[config.mk]
export PLATFORM = sky130hd
export DESIGN_NAME = cl_frame_desc_gen
export DESIGN_NICKNAME = d
export VERILOG_FILES = /design/src/rtl/cl_frame_desc_gen.sv
export SDC_FILE = /design/constraint.sdc
export NUM_CORES = 1
export LEC_CHECK = 0
export CAP_MARGIN = 5
export CORE_AREA = 4 4 422 424
export CTS_BUF_LIST = sky130_fd_sc_hd__clkbuf_8
export DETAILED_ROUTE_END_ITERATION = 6
export DIE_AREA = 0 0 426 428
export PLACE_DENSITY_LB_ADDON = 0.3
export SETUP_SLACK_MARGIN = 0.02
export SLEW_MARGIN = 20
export SYNTH_ARGS = -nofsm -noshare
export SYNTH_HDL_FRONTEND = slang
export SYNTH_SLANG_ARGS = --single-unit
[constraint.sdc]
create_clock -name clk -period 5.3 [get_ports clk]
set_clock_uncertainty 0.2 [all_clocks]
set_input_delay 1.06 -clock clk [delete_from_list [all_inputs] [get_ports clk]]
set_output_delay 1.06 -clock clk [all_outputs]
set_load 0.05 [all_outputs]
[src/rtl/cl_frame_desc_gen.sv]
// Purpose : CL frame analyser; passes cache lines through, sums per-CL ST counts and queues one descriptor per frame.
// Latency : data/sof/eof are combinational pass-through; a descriptor is visible one cycle after its closing beat.
// Backpres: sink_ready drops the cycle after the descriptor queue fills and rises the cycle after the first pop.
//
// Ports:
//   clk, rst_sync               clock, synchronous active-high reset
//   sink_data/valid/ready       input cache-line stream
//   source_data/valid/sof/eof   pass-through stream with frame markers
//   desc_valid/ready            descriptor queue head handshake
//   desc_len/ncl/err            head descriptor: STs, CLs, error flag
//   frm_cnt, err_cnt            closed frames (wraps), errored frames (saturates)
//   seq_err                     only with CL_SEQ_CHK_EN: pulse on a mismatching SOF sequence number
//
// Build option: define CL_SEQ_CHK_EN to enable 4-bit frame sequence checking in header bits [EOF_BIT+4:EOF_BIT+1].
module cl_frame_desc_gen #(
    parameter int CL         = 512,
    parameter int EOF_BIT    = 506,
    parameter int LEN_MSB    = 505,
    parameter int LEN_LSB    = 496,
    parameter int W_LEN      = 16,
    parameter int W_NCL      = 11,
    parameter int MAX_CL     = 1024,
    parameter int DESC_DEPTH = 4
) (
    input  logic              clk,
    input  logic              rst_sync,
    input  logic [CL-1:0]     sink_data,
    input  logic              sink_valid,
    output logic              sink_ready,
    output logic [CL-1:0]     source_data,
    output logic              source_valid,
    output logic              source_sof,
    output logic              source_eof,
    output logic              desc_valid,
    input  logic              desc_ready,
    output logic [W_LEN-1:0]  desc_len,
    output logic [W_NCL-1:0]  desc_ncl,
    output logic              desc_err,
    output logic [15:0]       frm_cnt,
    output logic [15:0]       err_cnt
`ifdef CL_SEQ_CHK_EN
    ,
    output logic              seq_err
`endif
);

    localparam int AW    = $clog2(DESC_DEPTH);
    localparam int CW    = AW + 1;
    localparam int W_SUM = W_LEN + 1;

    typedef enum logic {IDLE, FRAME} state_t;

    state_t             state;
    logic [W_LEN-1:0]   len_acc;
    logic [W_NCL-1:0]   ncl;
    logic               err_acc;

    logic [W_LEN-1:0]   q_len [DESC_DEPTH];
    logic [W_NCL-1:0]   q_ncl [DESC_DEPTH];
    logic               q_err [DESC_DEPTH];
    logic [AW-1:0]      wr_ptr;
    logic [AW-1:0]      rd_ptr;
    logic [CW-1:0]      q_cnt;

    logic               accept;
    logic               first;
    logic [W_LEN-1:0]   len_base;
    logic [W_NCL-1:0]   ncl_base;
    logic               err_base;
    logic [W_SUM-1:0]   len_sum;
    logic               len_ovf;
    logic [W_LEN-1:0]   len_next;
    logic [W_NCL-1:0]   ncl_next;
    logic               eof_flag;
    logic               hit_max;
    logic               forced;
    logic               closing;
    logic               seq_bad;
    logic               err_next;
    logic               push;
    logic               pop;

    // Ready depends only on reset and the registered count, never on sink_valid.
    assign sink_ready = !rst_sync && (q_cnt < CW'(DESC_DEPTH));
    assign accept     = sink_valid & sink_ready;
    assign first      = (state == IDLE);

    // A new frame starts from zero regardless of accumulator contents.
    assign len_base = first ? '0 : len_acc;
    assign ncl_base = first ? '0 : ncl;
    assign err_base = first ? 1'b0 : err_acc;

    assign len_sum  = {1'b0, len_base} + W_SUM'(sink_data[LEN_MSB:LEN_LSB]);
    assign len_ovf  = len_sum[W_LEN];
    assign len_next = len_ovf ? '1 : len_sum[W_LEN-1:0];
    assign ncl_next = ncl_base + W_NCL'(1);

    assign eof_flag = sink_data[EOF_BIT];
    assign hit_max  = (ncl_next == W_NCL'(MAX_CL));
    // A frame that ends with EOF exactly on the CL limit is a normal close, not an error.
    assign forced   = hit_max & ~eof_flag;
    assign closing  = eof_flag | hit_max;

`ifdef CL_SEQ_CHK_EN
    logic [3:0] seq_exp;
    logic [3:0] seq_cur;
    logic [3:0] seq_rx;
    assign seq_rx  = sink_data[EOF_BIT+4:EOF_BIT+1];
    assign seq_bad = first & (seq_rx != seq_exp);
    assign seq_err = accept & seq_bad;
`else
    assign seq_bad = 1'b0;
`endif

    assign err_next = err_base | len_ovf | forced | seq_bad;
    assign push     = accept & closing;
    assign desc_valid = (q_cnt != '0);
    assign pop      = desc_valid & desc_ready;

    assign source_data  = sink_data;
    assign source_valid = accept;
    assign source_sof   = accept & first;
    assign source_eof   = accept & closing;

    // Head entry is gated so the outputs read zero whenever the queue is empty.
    assign desc_len = desc_valid ? q_len[rd_ptr] : '0;
    assign desc_ncl = desc_valid ? q_ncl[rd_ptr] : '0;
    assign desc_err = desc_valid ? q_err[rd_ptr] : 1'b0;

    // Queue storage needs no reset: it is only visible through the gated head.
    always_ff @(posedge clk) begin
        if (push) begin
            q_len[wr_ptr] <= len_next;
            q_ncl[wr_ptr] <= ncl_next;
            q_err[wr_ptr] <= err_next;
        end
    end

    always_ff @(posedge clk) begin
        if (rst_sync) begin
            state   <= IDLE;
            len_acc <= '0;
            ncl     <= '0;
            err_acc <= 1'b0;
            wr_ptr  <= '0;
            rd_ptr  <= '0;
            q_cnt   <= '0;
            frm_cnt <= '0;
            err_cnt <= '0;
`ifdef CL_SEQ_CHK_EN
            seq_exp <= '0;
            seq_cur <= '0;
`endif
        end else begin
            if (accept) begin
                if (closing) begin
                    state   <= IDLE;
                    len_acc <= '0;
                    ncl     <= '0;
                    err_acc <= 1'b0;
                end else begin
                    state   <= FRAME;
                    len_acc <= len_next;
                    ncl     <= ncl_next;
                    err_acc <= err_next;
                end
            end

            if (push) begin
                wr_ptr  <= wr_ptr + AW'(1);
                frm_cnt <= frm_cnt + 16'd1;
                if (err_next && (err_cnt != 16'hFFFF))
                    err_cnt <= err_cnt + 16'd1;
            end

            if (pop)
                rd_ptr <= rd_ptr + AW'(1);

            case ({push, pop})
                2'b10:   q_cnt <= q_cnt + CW'(1);
                2'b01:   q_cnt <= q_cnt - CW'(1);
                default: q_cnt <= q_cnt;
            endcase

`ifdef CL_SEQ_CHK_EN
            // Expected sequence follows the received SOF value, which resyncs after a mismatch.
            if (accept) begin
                if (first)
                    seq_cur <= seq_rx;
                if (closing)
                    seq_exp <= (first ? seq_rx : seq_cur) + 4'd1;
            end
`endif
        end
    end

endmodule

==> impl_metrics.ini, run 1 <==
[worst_setup_path]
critPathSlowestCell = a21oi_1
end_kind = output pin
path_max_fanout = 9
crit_path_start_kind = register
crit_type = register to output pin
crit_chain = nand2_1 > inv_1 > ha_1 > inv_1 > or3_1 > a21oi_1 > o41ai_4 > nand2_1 > inv_2 > buf_12
critPathMaxStageDelay_ns = 0.52
arrival_ns = 3.25
crit_required_ns = 4.04
path_buf_inv = 4
path_delay_family = compound AO/OA/AOI/OAI gates

[drt]
drt_wl_total_mm = 75.59
post_drt_wl_per_cell_um = 24.09
via_per_inst = 2.238
initialDrtViolationCount = 421
postRouteAntennaNets = 0
drt-pass1-iter-count = 6
vias = 7024
post-route-drc-count = 0

[cells_and_area]
fin_nets = 1336
utilization = 0.07313
syn_to_final_growth_pct = 3.483
layout-drive-gt1-share = 0.1158
fin_area_sq_um = 12710
fill_cells = 20379

[power]
ir_drop_mv = 0.1451
total_power_uw = 3749
p_per_area_nw_per_um2 = 294.9
p_leak_uw = 0.003452

[clocking]
clock_sinks = 182
post_cts_buffers = 0
cts.hold.buffers_added = 0
path_clk_slew_ns = 0.13
clkLatencyLatePin_ns = 0.53
cts-root-buf = clkbuf_8
postCtsResizedCells = 0
clockBufferDepth = 2
cts_inserted_buffers = 17
htreeDepth = 4
tritoncts = yes

[yosys]
synth_area_sq_um = 12280
yosysMostFrequentCell = buf_4
synth.ff_latch_count = 182
seq_area_frac_synth = 0.3879
synth_common_cells = 512 x buf_4, 112 x edfxtp_1, 70 x dfxtp_1
synth_top_flop_cell = edfxtp_1
synthesis.nets = 1756
async_flop_share = 0
synth_area_leaders = buf_4 31%, edfxtp_1 27%, dfxtp_1 11%
ys_types = 61
synth-edff-count = 112
yosysTopAreaCellShare = 0.3129
syn_area_per_cell_sq_um = 10.08
yosys_warnings = 0
synth_cells = 1219
synth_top_area_cell = buf_4

[global_route]
grt_pass1_vias = 7142
grt_antenna_before_repair = 3
grt_max_degree = 42
grt_use_total = 0.08037
gr-total-overflow = 0
grt_first_pass_wirelength_mm = 92.85

[die]
die_h_um = 428
core_sq_um = 173800
die_w_um = 426
die-area_sq_um = 182300
num_rows = 153
start_util = 0.07067
ios = 1093

[flow_run]
max_cap_violations = 0

[placed_design]
dp_slack_ns = 0.7888
port_buffers = 90
hpwl_mm = 63.83
place_area_sq_um = 12270
place_congestion = 0.6843

[outcome]
outcome = completed

[sta]
rsz0062_at_grt = no
worstMarginPinSlew_ns = 0.7365
setup_viol = 0
fin_crit_ns = 4.509
relSlewSlack = 0.5085
setup_tns_ns = 0
setup_ws_ns = 0.7906
fin_crit_sh = 0.8508
hold_viol = 0
slew_viol_final = 0
clock.fmax_ghz = 0.2218

[hold_path]
hold_path_class = register to register
[where the power goes]
part | leakage [uW] | internal [uW] | switching (uW) | total, uW
combinational | 0.00166 | 383 | 789 | 1170
clock | 0.000216 | 370 | 665 | 1030
sequential | 0.00158 | 1530 | 16.6 | 1540
[final cells by class]
cell class                 count  area, sq um  area share
sequential                   182         4766      0.3749
multi-input combinational    470         3458      0.2720
clock buffer                  17        234.0     0.01841
tap                         2325         2909      0.2288
antenna                        1        2.502   0.0001969
inverter                      20        75.07    0.005906
clock inverter                15        206.4     0.01624
timing repair buffer         108         1061     0.08346
[logic make-up after synthesis]
logic type / Yosys count / synth area share
fa+ha+maj: 21 / 0.02261
mux: 39 / 0.06182
flops: 182 / 0.3879
buf+inv: 567 / 0.3309
simple gates: 273 / 0.1184
xor+xnor: 32 / 0.02282
compound gates: 105 / 0.05561
[flip-flops by register name, indices dropped and copies added (netlist names), named ones only]
name and count:
state 1, err_cnt 16, err_acc 1, q_len 64, q_ncl 44, ncl 11, rd_ptr 2, wr_ptr 2
len_acc 16, q_cnt 3, q_err 4, frm_cnt 16
[final timing paths]
path / to / startpoint / depth (start not counted) / slack (ns)
min reg2reg: len_acc[2] / len_acc[2] / 2 / 0.28
max: source_eof / ncl[0] / 10 / 0.79
min: len_acc[2] / len_acc[2] / 2 / 0.28
max reg2reg: q_cnt[2] / ncl[0] / 15 / 1.19
[per-layer routing]
metal | part of all wire | routed length, um | global-route usage | vias to the layer above
met5 | 0.0058 | 437 | 0.01825 | -
met4 | 0.064 | 4867 | 0.05013 | 12
met3 | 0.23 | 17560 | 0.08979 | 187
met2 | 0.44 | 33430 | 0.1212 | 789
met1 | 0.26 | 19290 | 0.05812 | 3232
li1 | - | - | - | 2804
[worst reg2reg max path, delay by kind of cell, from the launching register on]
kind            cells  cell delay, ns
flops               1            0.43
xor+xnor            1            0.16
simple gates        4            0.96
compound gates      3            0.84
buf+inv             4            0.55
fa+ha+maj           3            0.89
[per-stage QoR]
| step | hold slack, ns | instances |
|---|---|---|
| 2_1_floorplan | 0.2273 | 1219 |
| 3_3_place_gp | 0.2435 | 3105 |
| 3_5_place_dp | 0.2583 | 3105 |
| 4_1_cts | 0.2784 | 3137 |
| 5_1_grt | 0.3020 | 3138 |
| 6_report | 0.2757 | 3138 |
[placed cells by master, fill, tap and decap left out, types with 4 or more instances in the layout]
cell	count
edfxtp_1	112
clkdlybuf4s50_1	86
dfxtp_1	69
nor2_1	60
nand2_1	45
and2_1	43
a21oi_1	32
mux4_2	28
o21ai_0	24
nand3_1	21
inv_1	19
and3_1	19
ha_1	19
buf_4	18
nand4_1	17
xor2_1	17
clkbuf_8	17
xnor2_1	15
nor3_1	10
or3_1	9
clkinv_8	9
nor2b_1	8
nor4_1	8
nand2b_1	8
a22oi_1	7
o211ai_1	6
a211oi_1	6
a22o_1	6
nor3b_1	5
mux2i_1	5
mux2_1	5
and4_1	4
(Power assumes the default switching activity.)
==> run 2: changes to the inputs <==
CAP_MARGIN = 20   (was 5)
==> results of run 2 <==
Final layout, timing and power as in run 1 (identical DEF).
==> run 3: changes to the inputs <==
CORE_AREA = 4 4 420 422   (was 4 4 422 424)
DIE_AREA = 0 0 424 426   (was 0 0 426 428)
DONT_BUFFER_PORTS = 1   (was unset)
==> run 3 against run 2 <==
Clock power increased by 7%; register-to-register slack got worse by 0.30 ns; routed wire length rose by 1.5%; sequential power is 3% higher; critical endpoint unchanged; largest cell class unchanged; global-route usage grew 0.084 points.
==> impl_metrics.ini, run 3 (synthesis results as in run 1) <==
[outcome]
outcome = completed

[cells_and_area]
fin_nets = 1246
layout-drive-gt1-share = 0.1247
fill_cells = 20260
regMostFlops = q_len
largestRegisters = q_len x64, q_ncl x44
largest_register_ffs = 64
final_common_cell = edfxtp_1
final-seq-area_sq_um = 4766
final_cell_mix = 112 x edfxtp_1, 69 x dfxtp_1, 61 x nor2_1
syn_to_final_growth_pct = -3.972
multiInputGateArea_sq_um = 3456

[global_route]
grt_antenna_before_repair = 3
gr-total-overflow = 0
grt_pass1_vias = 6559
grt_use_total = 0.08121
grt_first_pass_wirelength_mm = 91.06
grt_max_degree = 67

[worst_setup_path]
r2r_start = state
end_kind = output pin
crit_chain = nand2_1 > inv_1 > ha_1 > inv_1 > or3_1 > a21oi_1 > o41ai_4 > nand2_1 > inv_2
crit_path_start_kind = register
crit_type = register to output pin
path_max_fanout = 16
arrival_ns = 3.50
critPathSlowestCell = dfxtp_1
critPathMaxStageDelay_ns = 0.63
startpoint = state
crit_required_ns = 4.04

[flow_run]
max_cap_violations = 0

[sta]
relSlewSlack = 0.3027
slew_viol_final = 0
whs_ns = 0.2644
fin_crit_ns = 4.760
worstMarginPinSlew_ns = 1.042
setup_viol = 0
fin_crit_sh = 0.8981
setup_tns_ns = 0
rsz0062_at_grt = no
clock.fmax_ghz = 0.2101
hold_viol = 0

[clocking]
clock_sinks = 182
clkLatencyLatePin_ns = 0.57
clockBufferDepth = 2
cts_inserted_buffers = 17
cts.hold.buffers_added = 0
htreeDepth = 4
postCtsResizedCells = 0
tritoncts = yes
cts-root-buf = clkbuf_8
post_cts_buffers = 0
path_clk_slew_ns = 0.13

[drt]
drt_wl_total_mm = 76.75
wl_met2_mm = 33.12
via_per_inst = 2.191
initialDrtViolationCount = 544
post_drt_wl_per_cell_um = 25.18
vias = 6677
drt-pass1-iter-count = 4
postRouteAntennaNets = 0
post-route-drc-count = 0
wl_met1_mm = 17.09
wl_met3_mm = 20.78
top_layer = met5

[placed_design]
hpwl_mm = 64.25
port_buffers = 0
place_congestion = 0.6938

[die]
start_util = 0.07098
core_sq_um = 173100
die-area_sq_um = 180600
ios = 1093
die_h_um = 426
num_rows = 153
die_w_um = 424

[power]
p_leak_uw = 0.003119
ir_drop_mv = 0.1473
p_per_area_nw_per_um2 = 303.4

[hold_path]
hold_start = len_acc[4]
hold_path_class = register to register
==> run 3: cell count changes in the layout (fill, tap and decap cells not counted), sizes merged <==
cell	change
clkinv	-5
clkdlybuf4s50	-86
bufinv	+1
clkinvlp	+1
buf	-4
inv	+3
==> run 3: critical path: cells and delay by family, from the launching register on <==
family | cells | cell delay (ns)
adders and majority gates | 1 | 0.30
AOI/OAI and AO/OA | 2 | 0.69
and+or+nand+nor | 3 | 0.76
buffers and inverters | 3 | 0.53
DFF | 1 | 0.63
==> run 3: final timing paths <==
kind                 to  slack (ns)  cells past startpoint
min          len_acc[4]        0.26                      2
max          source_eof        0.54                      9
min reg2reg  len_acc[4]        0.26                      2
max reg2reg    q_cnt[2]        0.89                     15
==> run 3: through the flow <==
step / cell area [sq um] / util / cells / setup slack, ns / total power, uW
floorplan: 12280 / - / 1219 / 0.9080 / 3340
global placement: 11340 / 0.06553 / 3015 / 0.9609 / 2603
detailed placement: 11340 / 0.06553 / 3015 / 0.9484 / 2589
CTS: 11790 / 0.06815 / 3047 / 0.4753 / 3725
global route: 11800 / 0.06816 / 3048 / 0.2814 / 3790
finish: 11800 / 0.06816 / 3048 / 0.5401 / 3579
==> run 3: power by group <==
part | internal, uW | switching (uW) | total (uW)
clock | 419 | 676 | 1100
sequential | 1530 | 67.7 | 1590
combinational | 211 | 681 | 891
==> run 3: per-layer routing <==
| metal | GRT usage | vias to the layer above |
|---|---|---|
| li1 | - | 2628 |
| met1 | 0.05036 | 3073 |
| met2 | 0.1170 | 789 |
| met3 | 0.1097 | 169 |
| met4 | 0.04901 | 18 |
| met5 | 0.04462 | - |
==> run 3: area by class of cell <==
cell class | count | area share
Tap cell | 2325 | 0.2466
Inverter | 20 | 0.006364
Multi-Input combinational cell | 470 | 0.2930
Timing Repair Buffer | 18 | 0.01146
Antenna cell | 1 | 0.0002121
Clock inverter | 15 | 0.01856
Sequential cell | 182 | 0.4040
Clock buffer | 17 | 0.01983
